**config.mk**
```make
export PLATFORM = sky130hd
export DESIGN_NAME = mci_mcu_sram_ctrl
export DESIGN_NICKNAME = d
export VERILOG_FILES = /design/src/rtl/mci_mcu_sram_ctrl.sv
export SDC_FILE = /design/constraint.sdc
export NUM_CORES = 1
export LEC_CHECK = 0
export CAP_MARGIN = 0
export CORE_ASPECT_RATIO = 0.75
export CORE_MARGIN = 2
export CORE_UTILIZATION = 30
export CTS_CLUSTER_SIZE = 10
export DETAILED_ROUTE_END_ITERATION = 8
export GPL_TIMING_DRIVEN = 1
export PLACE_DENSITY = 0.7
export SETUP_SLACK_MARGIN = 0.3
export SLEW_MARGIN = 10
export SYNTH_ARGS = -nofsm -noshare
export SYNTH_HDL_FRONTEND = slang
export SYNTH_SLANG_ARGS = --single-unit
export TNS_END_PERCENT = 30
```
**constraint.sdc**
```tcl
create_clock -name clk -period 2.6 [get_ports clk]
set_input_delay 0.39 -clock clk [delete_from_list [all_inputs] [get_ports clk]]
set_output_delay 0.39 -clock clk [all_outputs]
set_load 0.01 [all_outputs]
```
**src/rtl/mci_mcu_sram_ctrl.sv**
```systemverilog
// MCU SRAM request-channel controller: turns cif-style requests into single-port
// SRAM accesses, with RMW for partial strobes and protected/exec region checking.
module mci_mcu_sram_ctrl #(
    parameter  int MCU_SRAM_SIZE_KB = 1024,
    parameter  int DATA_WIDTH       = 32,
    localparam int SRAM_ADDR_WIDTH  = $clog2(MCU_SRAM_SIZE_KB*1024/(DATA_WIDTH/8))
) (
    input  logic                       clk,
    input  logic                       rst,

    input  logic                       req_dv,
    input  logic [31:0]                req_addr,
    input  logic                       req_write,
    input  logic [DATA_WIDTH-1:0]      req_wdata,
    input  logic [DATA_WIDTH/8-1:0]    req_wstrb,
    input  logic                       mcu_lsu_req,
    input  logic                       mcu_req,
    input  logic                       clp_req,
    input  logic [SRAM_ADDR_WIDTH-1:0] exec_region_base,

    output logic                       resp_hold,
    output logic                       resp_error,
    output logic [DATA_WIDTH-1:0]      resp_rdata,

    output logic                       sram_cs,
    output logic                       sram_we,
    output logic [SRAM_ADDR_WIDTH-1:0] sram_addr,
    output logic [DATA_WIDTH-1:0]      sram_wdata,
    input  logic [DATA_WIDTH-1:0]      sram_rdata
);

    localparam int BYTES = DATA_WIDTH / 8;

    typedef enum logic [2:0] {
        IDLE,
        ERR,
        WR,
        RD,
        RD_DATA,
        RMW_RD,
        RMW_MERGE
    } state_t;

    state_t                     r_state;
    state_t                     w_next;
    logic [SRAM_ADDR_WIDTH-1:0] r_addr;
    logic [DATA_WIDTH-1:0]      r_wdata;
    logic [BYTES-1:0]           r_wstrb;

    logic [SRAM_ADDR_WIDTH-1:0] w_word;
    logic                       w_allowed;
    logic                       w_strb_full;
    logic                       w_strb_none;
    logic                       w_accept;
    logic [DATA_WIDTH-1:0]      w_merged;
    logic                       w_unused_addr;

    // Out-of-range address bits are the decoder's concern; they are deliberately dropped.
    assign w_word        = req_addr[SRAM_ADDR_WIDTH+1:2];
    assign w_unused_addr = ^{req_addr[31:SRAM_ADDR_WIDTH+2], req_addr[1:0]};

    // Protected region (below exec base) is LSU-only; exec region admits any MCU or Caliptra user.
    assign w_allowed   = (w_word < exec_region_base) ? mcu_lsu_req : (mcu_req | clp_req);
    assign w_strb_full = &req_wstrb;
    assign w_strb_none = ~|req_wstrb;
    assign w_accept    = (r_state == IDLE) && req_dv;

    for (genvar i = 0; i < BYTES; i++) begin : g_merge
        assign w_merged[8*i +: 8] = r_wstrb[i] ? r_wdata[8*i +: 8] : sram_rdata[8*i +: 8];
    end

    always_ff @(posedge clk or posedge rst) begin
        if (rst) begin
            r_state <= IDLE;
            r_addr  <= '0;
            r_wdata <= '0;
            r_wstrb <= '0;
        end else begin
            r_state <= w_next;
            if (w_accept) begin
                r_addr  <= w_word;
                r_wdata <= req_wdata;
                r_wstrb <= req_wstrb;
            end
        end
    end

    assign sram_addr = r_addr;

    // Response fields are forced to zero unless this is the completion cycle (dv=1, hold=0).
    always_comb begin
        w_next     = r_state;
        resp_hold  = 1'b0;
        resp_error = 1'b0;
        resp_rdata = '0;
        sram_cs    = 1'b0;
        sram_we    = 1'b0;
        sram_wdata = r_wdata;
        case (r_state)
            IDLE: begin
                if (req_dv) begin
                    resp_hold = 1'b1;
                    if (!w_allowed)                   w_next = ERR;
                    else if (!req_write)              w_next = RD;
                    else if (w_strb_full || w_strb_none) w_next = WR;
                    else                              w_next = RMW_RD;
                end
            end
            ERR: begin
                resp_error = req_dv;
                w_next     = IDLE;
            end
            WR: begin
                // An all-zero strobe write completes without touching the macro.
                sram_cs = |r_wstrb;
                sram_we = |r_wstrb;
                w_next  = IDLE;
            end
            RD: begin
                sram_cs   = 1'b1;
                resp_hold = req_dv;
                w_next    = RD_DATA;
            end
            RD_DATA: begin
                resp_rdata = req_dv ? sram_rdata : '0;
                w_next     = IDLE;
            end
            RMW_RD: begin
                sram_cs   = 1'b1;
                resp_hold = req_dv;
                w_next    = RMW_MERGE;
            end
            RMW_MERGE: begin
                sram_cs    = 1'b1;
                sram_we    = 1'b1;
                sram_wdata = w_merged;
                w_next     = IDLE;
            end
            default: w_next = IDLE;
        endcase
    end

    a_no_cs_idle_err: assert property (@(posedge clk) disable iff (rst)
        ((r_state == IDLE) || (r_state == ERR)) |-> !sram_cs);
    a_err_no_hold: assert property (@(posedge clk) disable iff (rst)
        resp_error |-> !resp_hold);

endmodule

```
==> key figures, run 1 <==
Worst setup path
  – Crit path required time: 2210 ps
  – Class of the most critical setup path: flip-flop to output pin
  – Maximum net fanout on the critical path: 16
  – Endpoint class of the critical path: output pin
  – Data arrival, critical path: 2100 ps
  – Launching element type of the critical path: flip-flop
  – Worst Reg-to-Reg Cells: 8

Finish
  – Final layout net count: 637
  – Proportion of layout cells with a drive suffix above 1: 28.0%
  – Area occupied by registers: 1430 sq um
  – Fill cell count: 965
  – Area overhead of the layout relative to synthesis: 75.0%
  – Area used by multi-input combinational logic: 1860 sq um
  – Total inserted antenna cells: 0

Yosys
  – Most frequent cells after synthesis: sky130_fd_sc_hd__mux2_2 (85), sky130_fd_sc_hd__dfrtp_1 (57), sky130_fd_sc_hd__and2_1 (33), sky130_fd_sc_hd__inv_1 (19), sky130_fd_sc_hd__ha_1 (17)
  – Total number of yosys warnings: 0
  – Combinational family with the most area after synthesis: multiplexers
  – Synthesized flop and latch total: 57
  – Synthesized instance count: 282
  – Fraction of the yosys area taken by sequential cells: 41.7%
  – Post-Syn Area per Cell: 12.1 sq um
  – Cell Area, Synth: 3420 sq um
  – Dominant cell type by area after synthesis: sky130_fd_sc_hd__dfrtp_1
  – Top cell type's share of synthesized area: 41.7%
  – Most used flip-flop cell after synthesis: sky130_fd_sc_hd__dfrtp_1
  – Complex-gate fraction of the synthesized area: 5.93%
  – Number of synthesized flops with an enable pin: 0
  – Portion of netlist area occupied by mux cells: 28.3%
  – Area fraction in and, or, nand and nor cells after synthesis: 13.0%
  – Most numerous cell in the Yosys netlist: sky130_fd_sc_hd__mux2_2
  – Adder-cell area share of the yosys netlist: 6.22%
  – Async set-reset flop share out of synthesis: 100%
  – Synthesized netlist net count: 424
  – Xor and xnor area share after synthesis: 0.256%
  – Cell variety after synth: 44
  – Cell types with the largest area share after synthesis: sky130_fd_sc_hd__dfrtp_1 (42%), sky130_fd_sc_hd__mux2_2 (28%), sky130_fd_sc_hd__ha_1 (6.2%)

Timing
  – Aggregate negative setup slack: 0 ps
  – Crit path time final: 2490 ps
  – Setup Viol. Count Final: 0
  – Slew Limit Headroom: 68.7%
  – Setup repair after global routing missed its margin: true
  – Achievable frequency: 401 MHz
  – Clock Skew: 5.89 ps
  – Share of the clock period used by the worst path: 95.9%
  – Final worst setup slack: 108 ps
  – Final count of hold timing violations: 0
  – Pins over their slew limit: 0
  – Slew at the pin closest to its max-slew limit: 469 ps

Power and ir drop
  – Worst vdd ir: 0.588 mV
  – LEAKAGE: 0.00270 uW
  – Total Power Consumption: 5090 uW
  – Cell Pwr Density: 851 nW/um^2

Die
  – Die outline area: 12300 sq um
  – Number of top-level pins: 211
  – Height of the chip: 96.5 um
  – Effective utilization at floorplan: 31.0%
  – Horizontal die dimension: 127 um
  – Core area: 11000 sq um
  – Placement row count: 33

GRT
  – Congestion Overflow GR: 0
  – Maximum number of pins on one net before global-route repair: 39
  – Initial antenna violation count: 0
  – Global-route wire length before repair: 15600 um
  – All-layer global routing usage: 16.3%
  – Vias in the first global route: 3175

Clock network
  – Total number of clock tree sinks: 57
  – Root Driver: sky130_fd_sc_hd__clkbuf_16
  – Worst-path clk slew: 60 ps
  – Deepest level of the CTS H-tree: 3
  – Hold-fix buffers, CTS: 0
  – CTS tree: done
  – Clk_lat worst skew: 330 ps
  – Buffers from clock root to sink, at most: 2
  – Clock buffers created by TritonCTS: 9

Placed design
  – Hpwl dp: 7540 um
  – Number of buffers added on ports: 196
  – Pre-CTS setup slack: 98.9 ps
  – GPL Wtd Cong: 0.746

Status
  – Result of the run: completed

Min path
  – Class of the worst hold path: primary input to asynchronous set/reset pin

Route
  – Routed via count divided by cell count: 4.62
  – Routed WL: 9860 um
  – Via count: 2959
  – ANT nets after route: 0
  – Pre-Repair DR Iteration Count: 3
  – Count of unresolved DRC violations after routing: 0
  – Average wire per standard cell: 15.4 um
  – Starting DRC count in detailed routing: 48

Job
  – Max-cap violations: 0
[power by group]
part | leakage (uW) | internal, uW | total [uW] | switching, uW
clock network | 0.000139 | 691 | 1090 | 401
registers | 0.000670 | 1330 | 1580 | 247
logic | 0.00190 | 1520 | 2420 | 899
total | 0.00270 | 3550 | 5090 | 1550
[layout make-up]
type,count,share of cell area (%)
clock inverters,3,0.251
well taps,140,2.93
repair buffers,214,36.4
clock buffers,13,4.35
flip-flops and latches,57,23.8
inverters,19,1.19
multi-input cells,194,31.1
[timing repair]
action                                 4_1_cts  5_1_grt
setup endpoints to repair                   67       67
resized for setup                           49       14
pin swaps                                    2        0
setup buffers                                6        0
cloned                                       0        1
endpoints found under the hold margin        0        0
[sequential cells by signal, summed over array words and instances (netlist names)]
register   count
r_state        3
r_wstrb        4
r_wdata       32
sram_addr     18
[stage by stage]
step | hold slack [ps] | area, sq um | utilization, % | instances
floorplan | 473 | 3420 | - | 282
global placement | 486 | 5600 | 50.8 | 617
detailed placement | 493 | 5600 | 50.8 | 617
CTS | 411 | 5920 | 53.7 | 639
global route | 433 | 5990 | 54.3 | 640
finish | 397 | 5990 | 54.3 | 640
[logic make-up after synthesis]
family | after synthesis
xor gates and xnor gates | 1
adders and majority gates | 17
DFF | 57
AOI/OAI and AO/OA | 24
muxes | 86
and+or+nand+nor | 66
buffers and inverters | 31
[worst max-delay path: stages (launching register included)]
cell and delay [ps]:
sky130_fd_sc_hd__dfrtp_1 400, sky130_fd_sc_hd__buf_4 180, sky130_fd_sc_hd__and4bb_4 350, sky130_fd_sc_hd__clkbuf_16 180, sky130_fd_sc_hd__and2_1 130, sky130_fd_sc_hd__clkdlybuf4s50_1 530
[metal layers]
metal / share of wire (%) / wire length (um) / track usage (%) / vias to the layer above
met3: 9.2 / 903 / 7.87 / 4
met1: 42 / 4170 / 18.9 / 1412
li1: - / - / - / 1425
met4: 0.44 / 43 / 3.57 / 0
met5: 0 / 0 / 0 / -
met2: 48 / 4750 / 27.6 / 118
[layout by cell type, fill, tap and decap left out, drive strengths merged, types with 6 or more instances in the layout]
cell type      netlist  layout
a21oi                6       6
and2                33      33
buf                  9      22
clkbuf               3      14
clkdlybuf4s15        0       6
clkdlybuf4s50        0     163
dfrtp               57      57
dlygate4sd2          0      11
dlymetal6s2s         0      11
ha                  17      17
inv                 19      19
mux2                86      86
nand2                7       7
nor2                 7       7
[path summary, 6_finish.rpt]
kind / startpoint / endpoint / slack [ps]
worst min-delay path: rst / r_wdata[31] / 400
worst max-delay path: r_state[0] / resp_rdata[22] / 110
worst max register to register: r_state[0] / r_state[2] / 700
min in group clk: r_wdata[7] / r_wdata[7] / 500
max in group asynchronous: rst / r_wdata[2] / 1640
worst min register to register: r_wdata[7] / r_wdata[7] / 500
Note: power is estimated with default switching activity, not from simulation.
==> run 2: changes to the inputs <==
--- a/config.mk
+++ b/config.mk
@@ -12,6 +12,7 @@
 export CTS_CLUSTER_SIZE = 10
 export DETAILED_ROUTE_END_ITERATION = 8
 export GPL_TIMING_DRIVEN = 1
+export MAX_ROUTING_LAYER = met4
 export PLACE_DENSITY = 0.7
 export SETUP_SLACK_MARGIN = 0.3
 export SLEW_MARGIN = 10
==> key figures, run 2 (synthesis results as in run 1) <==
Power and ir drop
  – Sequential fraction of design power: 31.0%
  – Logic gate share of total power: 47.6%
  – Worst vdd ir: 0.589 mV
  – LEAKAGE: 0.00270 uW
  – Int Power: 3550 uW
  – Switching fraction of total power: 30.4%
  – Clock power share: 21.4%
  – Cell Pwr Density: 851 nW/um^2
  – Net switching power of the design: 1550 uW

Route
  – Starting DRC count in detailed routing: 43
  – ANT nets after route: 0
  – Count of unresolved DRC violations after routing: 0
  – Average wire per standard cell: 15.4 um
  – Routed via count divided by cell count: 4.63
  – Pre-Repair DR Iteration Count: 4
  – Routed WL: 9870 um
  – Via count: 2960

Finish
  – Total inserted antenna cells: 0
  – Fill cell count: 965
  – Final core area utilization: 54.3%
  – Commonest cells after routing, fill and taps aside: sky130_fd_sc_hd__clkdlybuf4s50_1 (163), sky130_fd_sc_hd__mux2_2 (85), sky130_fd_sc_hd__dfrtp_1 (57), sky130_fd_sc_hd__and2_1 (33), sky130_fd_sc_hd__inv_1 (18)
  – Proportion of layout cells with a drive suffix above 1: 28.0%
  – Most frequent standard cell in the layout excluding fill and tap cells: sky130_fd_sc_hd__clkdlybuf4s50_1
  – Final layout net count: 637
  – Number of flip-flops in the largest register: 32
  – Final non-filler cell total: 640
  – Register bank with the most flops: r_wdata
  – Area overhead of the layout relative to synthesis: 75.0%

Timing
  – Slew at the pin closest to its max-slew limit: 476 ps
  – Clock Skew: 6.04 ps
  – Share of the clock period used by the worst path: 95.9%
  – Crit path time final: 2490 ps
  – Pins over their slew limit: 0
  – Setup Viol. Count Final: 0
  – Setup repair after global routing missed its margin: true
  – Final count of hold timing violations: 0
  – Aggregate negative setup slack: 0 ps
  – Slew Limit Headroom: 68.2%
  – Achievable frequency: 401 MHz

Die
  – Effective utilization at floorplan: 31.0%
  – Placement row count: 33
  – Horizontal die dimension: 127 um
  – Die outline area: 12300 sq um
  – Height of the chip: 96.5 um
  – Core area: 11000 sq um
  – Number of top-level pins: 211

Status
  – Result of the run: completed

Worst setup path
  – Launch instance of the worst register-to-register path: r_state[0]
  – Maximum net fanout on the critical path: 16
  – Reg-to-reg critical path endpoint: r_state[2]
  – Worst Reg-to-Reg Cells: 8
  – FF-to-FF setup slack: 700 ps
  – Class of the most critical setup path: flip-flop to output pin
  – Launching element type of the critical path: flip-flop
  – Endpoint class of the critical path: output pin
  – Data arrival, critical path: 2100 ps
  – Crit path required time: 2210 ps

GRT
  – Initial antenna violation count: 0
  – Met2 demand-to-capacity share in global routing: 27.6%
  – GR Util met1: 19.6%
  – Maximum number of pins on one net before global-route repair: 39
  – Congestion Overflow GR: 0
  – All-layer global routing usage: 16.8%
  – Global-route wire length before repair: 15600 um
  – Most Used Layer, Global Route: met2
  – Vias in the first global route: 3175
  – Met3 usage in global routing: 6.72%

Clock network
  – Clk_lat worst skew: 330 ps
  – Root Driver: sky130_fd_sc_hd__clkbuf_16
  – Hold-fix buffers, CTS: 0
  – CTS tree: done
  – Worst-path clk slew: 60 ps
  – Total number of clock tree sinks: 57
  – Deepest level of the CTS H-tree: 3
  – Clock buffers created by TritonCTS: 9
  – Buffers from clock root to sink, at most: 2

Placed design
  – Hpwl dp: 7540 um
  – GPL Wtd Cong: 0.755
  – Number of cells after detailed placement: 617
  – Number of buffers added on ports: 196

Min path
  – Class of the worst hold path: primary input to asynchronous set/reset pin

Job
  – Max-cap violations: 0
[run 2: cell counts in the layout (fill, tap and decap cells not counted)]
Identical to the previous run, type by type.
[run 2: how the worst max path moves through the flow]
stage | endpoint | slack [ps] | depth (start not counted) | start
6_report | resp_rdata[22] | 110 | 5 | r_state[0]
5_1_grt | resp_rdata[7] | 30 | 5 | r_state[0]
2_1_floorplan | r_state[1] | 740 | 8 | exec_region_base[3]
4_1_cts | sram_wdata[23] | 110 | 6 | r_state[0]
3_5_place_dp | r_state[1] | 100 | 8 | exec_region_base[9]
3_3_place_gp | r_state[1] | 140 | 9 | exec_region_base[3]
[run 2: routing by layer]
metal,part of all wire [%],up-vias
met3,7.5,4
met5,0,-
met2,48,118
li1,-,1424
met4,0.40,0
met1,44,1414
[run 2: through the flow]
stage	setup WS (ps)	instance area (sq um)	total power [uW]	hold slack [ps]
4_1_cts	109	5920	5150	411
6_report	107	5990	5090	401
2_1_floorplan	741	3420	2820	473
5_1_grt	30.9	5990	5430	434
3_5_place_dp	98.9	5600	4130	493
3_3_place_gp	145	5600	4090	486
[run 2: area by class of cell]
class	instances	area, sq um	share of cell area (%)
multi-input cells	194	1860	31.1
flip-flops and latches	57	1430	23.8
repair buffers	214	2180	36.4
inverters	19	71.3	1.19
clock buffers	13	260	4.35
clock inverters	3	15.0	0.251
well taps	140	175	2.93
[run 2: power by group through the flow]
| stage | logic, uW | registers (uW) | clock network [uW] |
|---|---|---|---|
| 6_report | 2420 | 1580 | 1090 |
| 5_1_grt | 2610 | 1640 | 1180 |
| 3_3_place_gp | 2520 | 1570 | 0 |
| 3_5_place_dp | 2550 | 1580 | 0 |
| 2_1_floorplan | 1240 | 1580 | 0 |
| 4_1_cts | 2450 | 1580 | 1120 |
[run 2: repair_timing]
item | in CTS | in global routing
gates cloned | 0 | 1
setup endpoints to repair | 67 | 67
gates resized for setup | 49 | 14
pin swaps | 2 | 0
setup buffers | 6 | 0
[run 2: worst max-delay path: stages (launching register included)]
cell	delay, ps
sky130_fd_sc_hd__dfrtp_1	400
sky130_fd_sc_hd__buf_4	180
sky130_fd_sc_hd__and4bb_4	350
sky130_fd_sc_hd__clkbuf_16	180
sky130_fd_sc_hd__and2_1	130
sky130_fd_sc_hd__clkdlybuf4s50_1	530
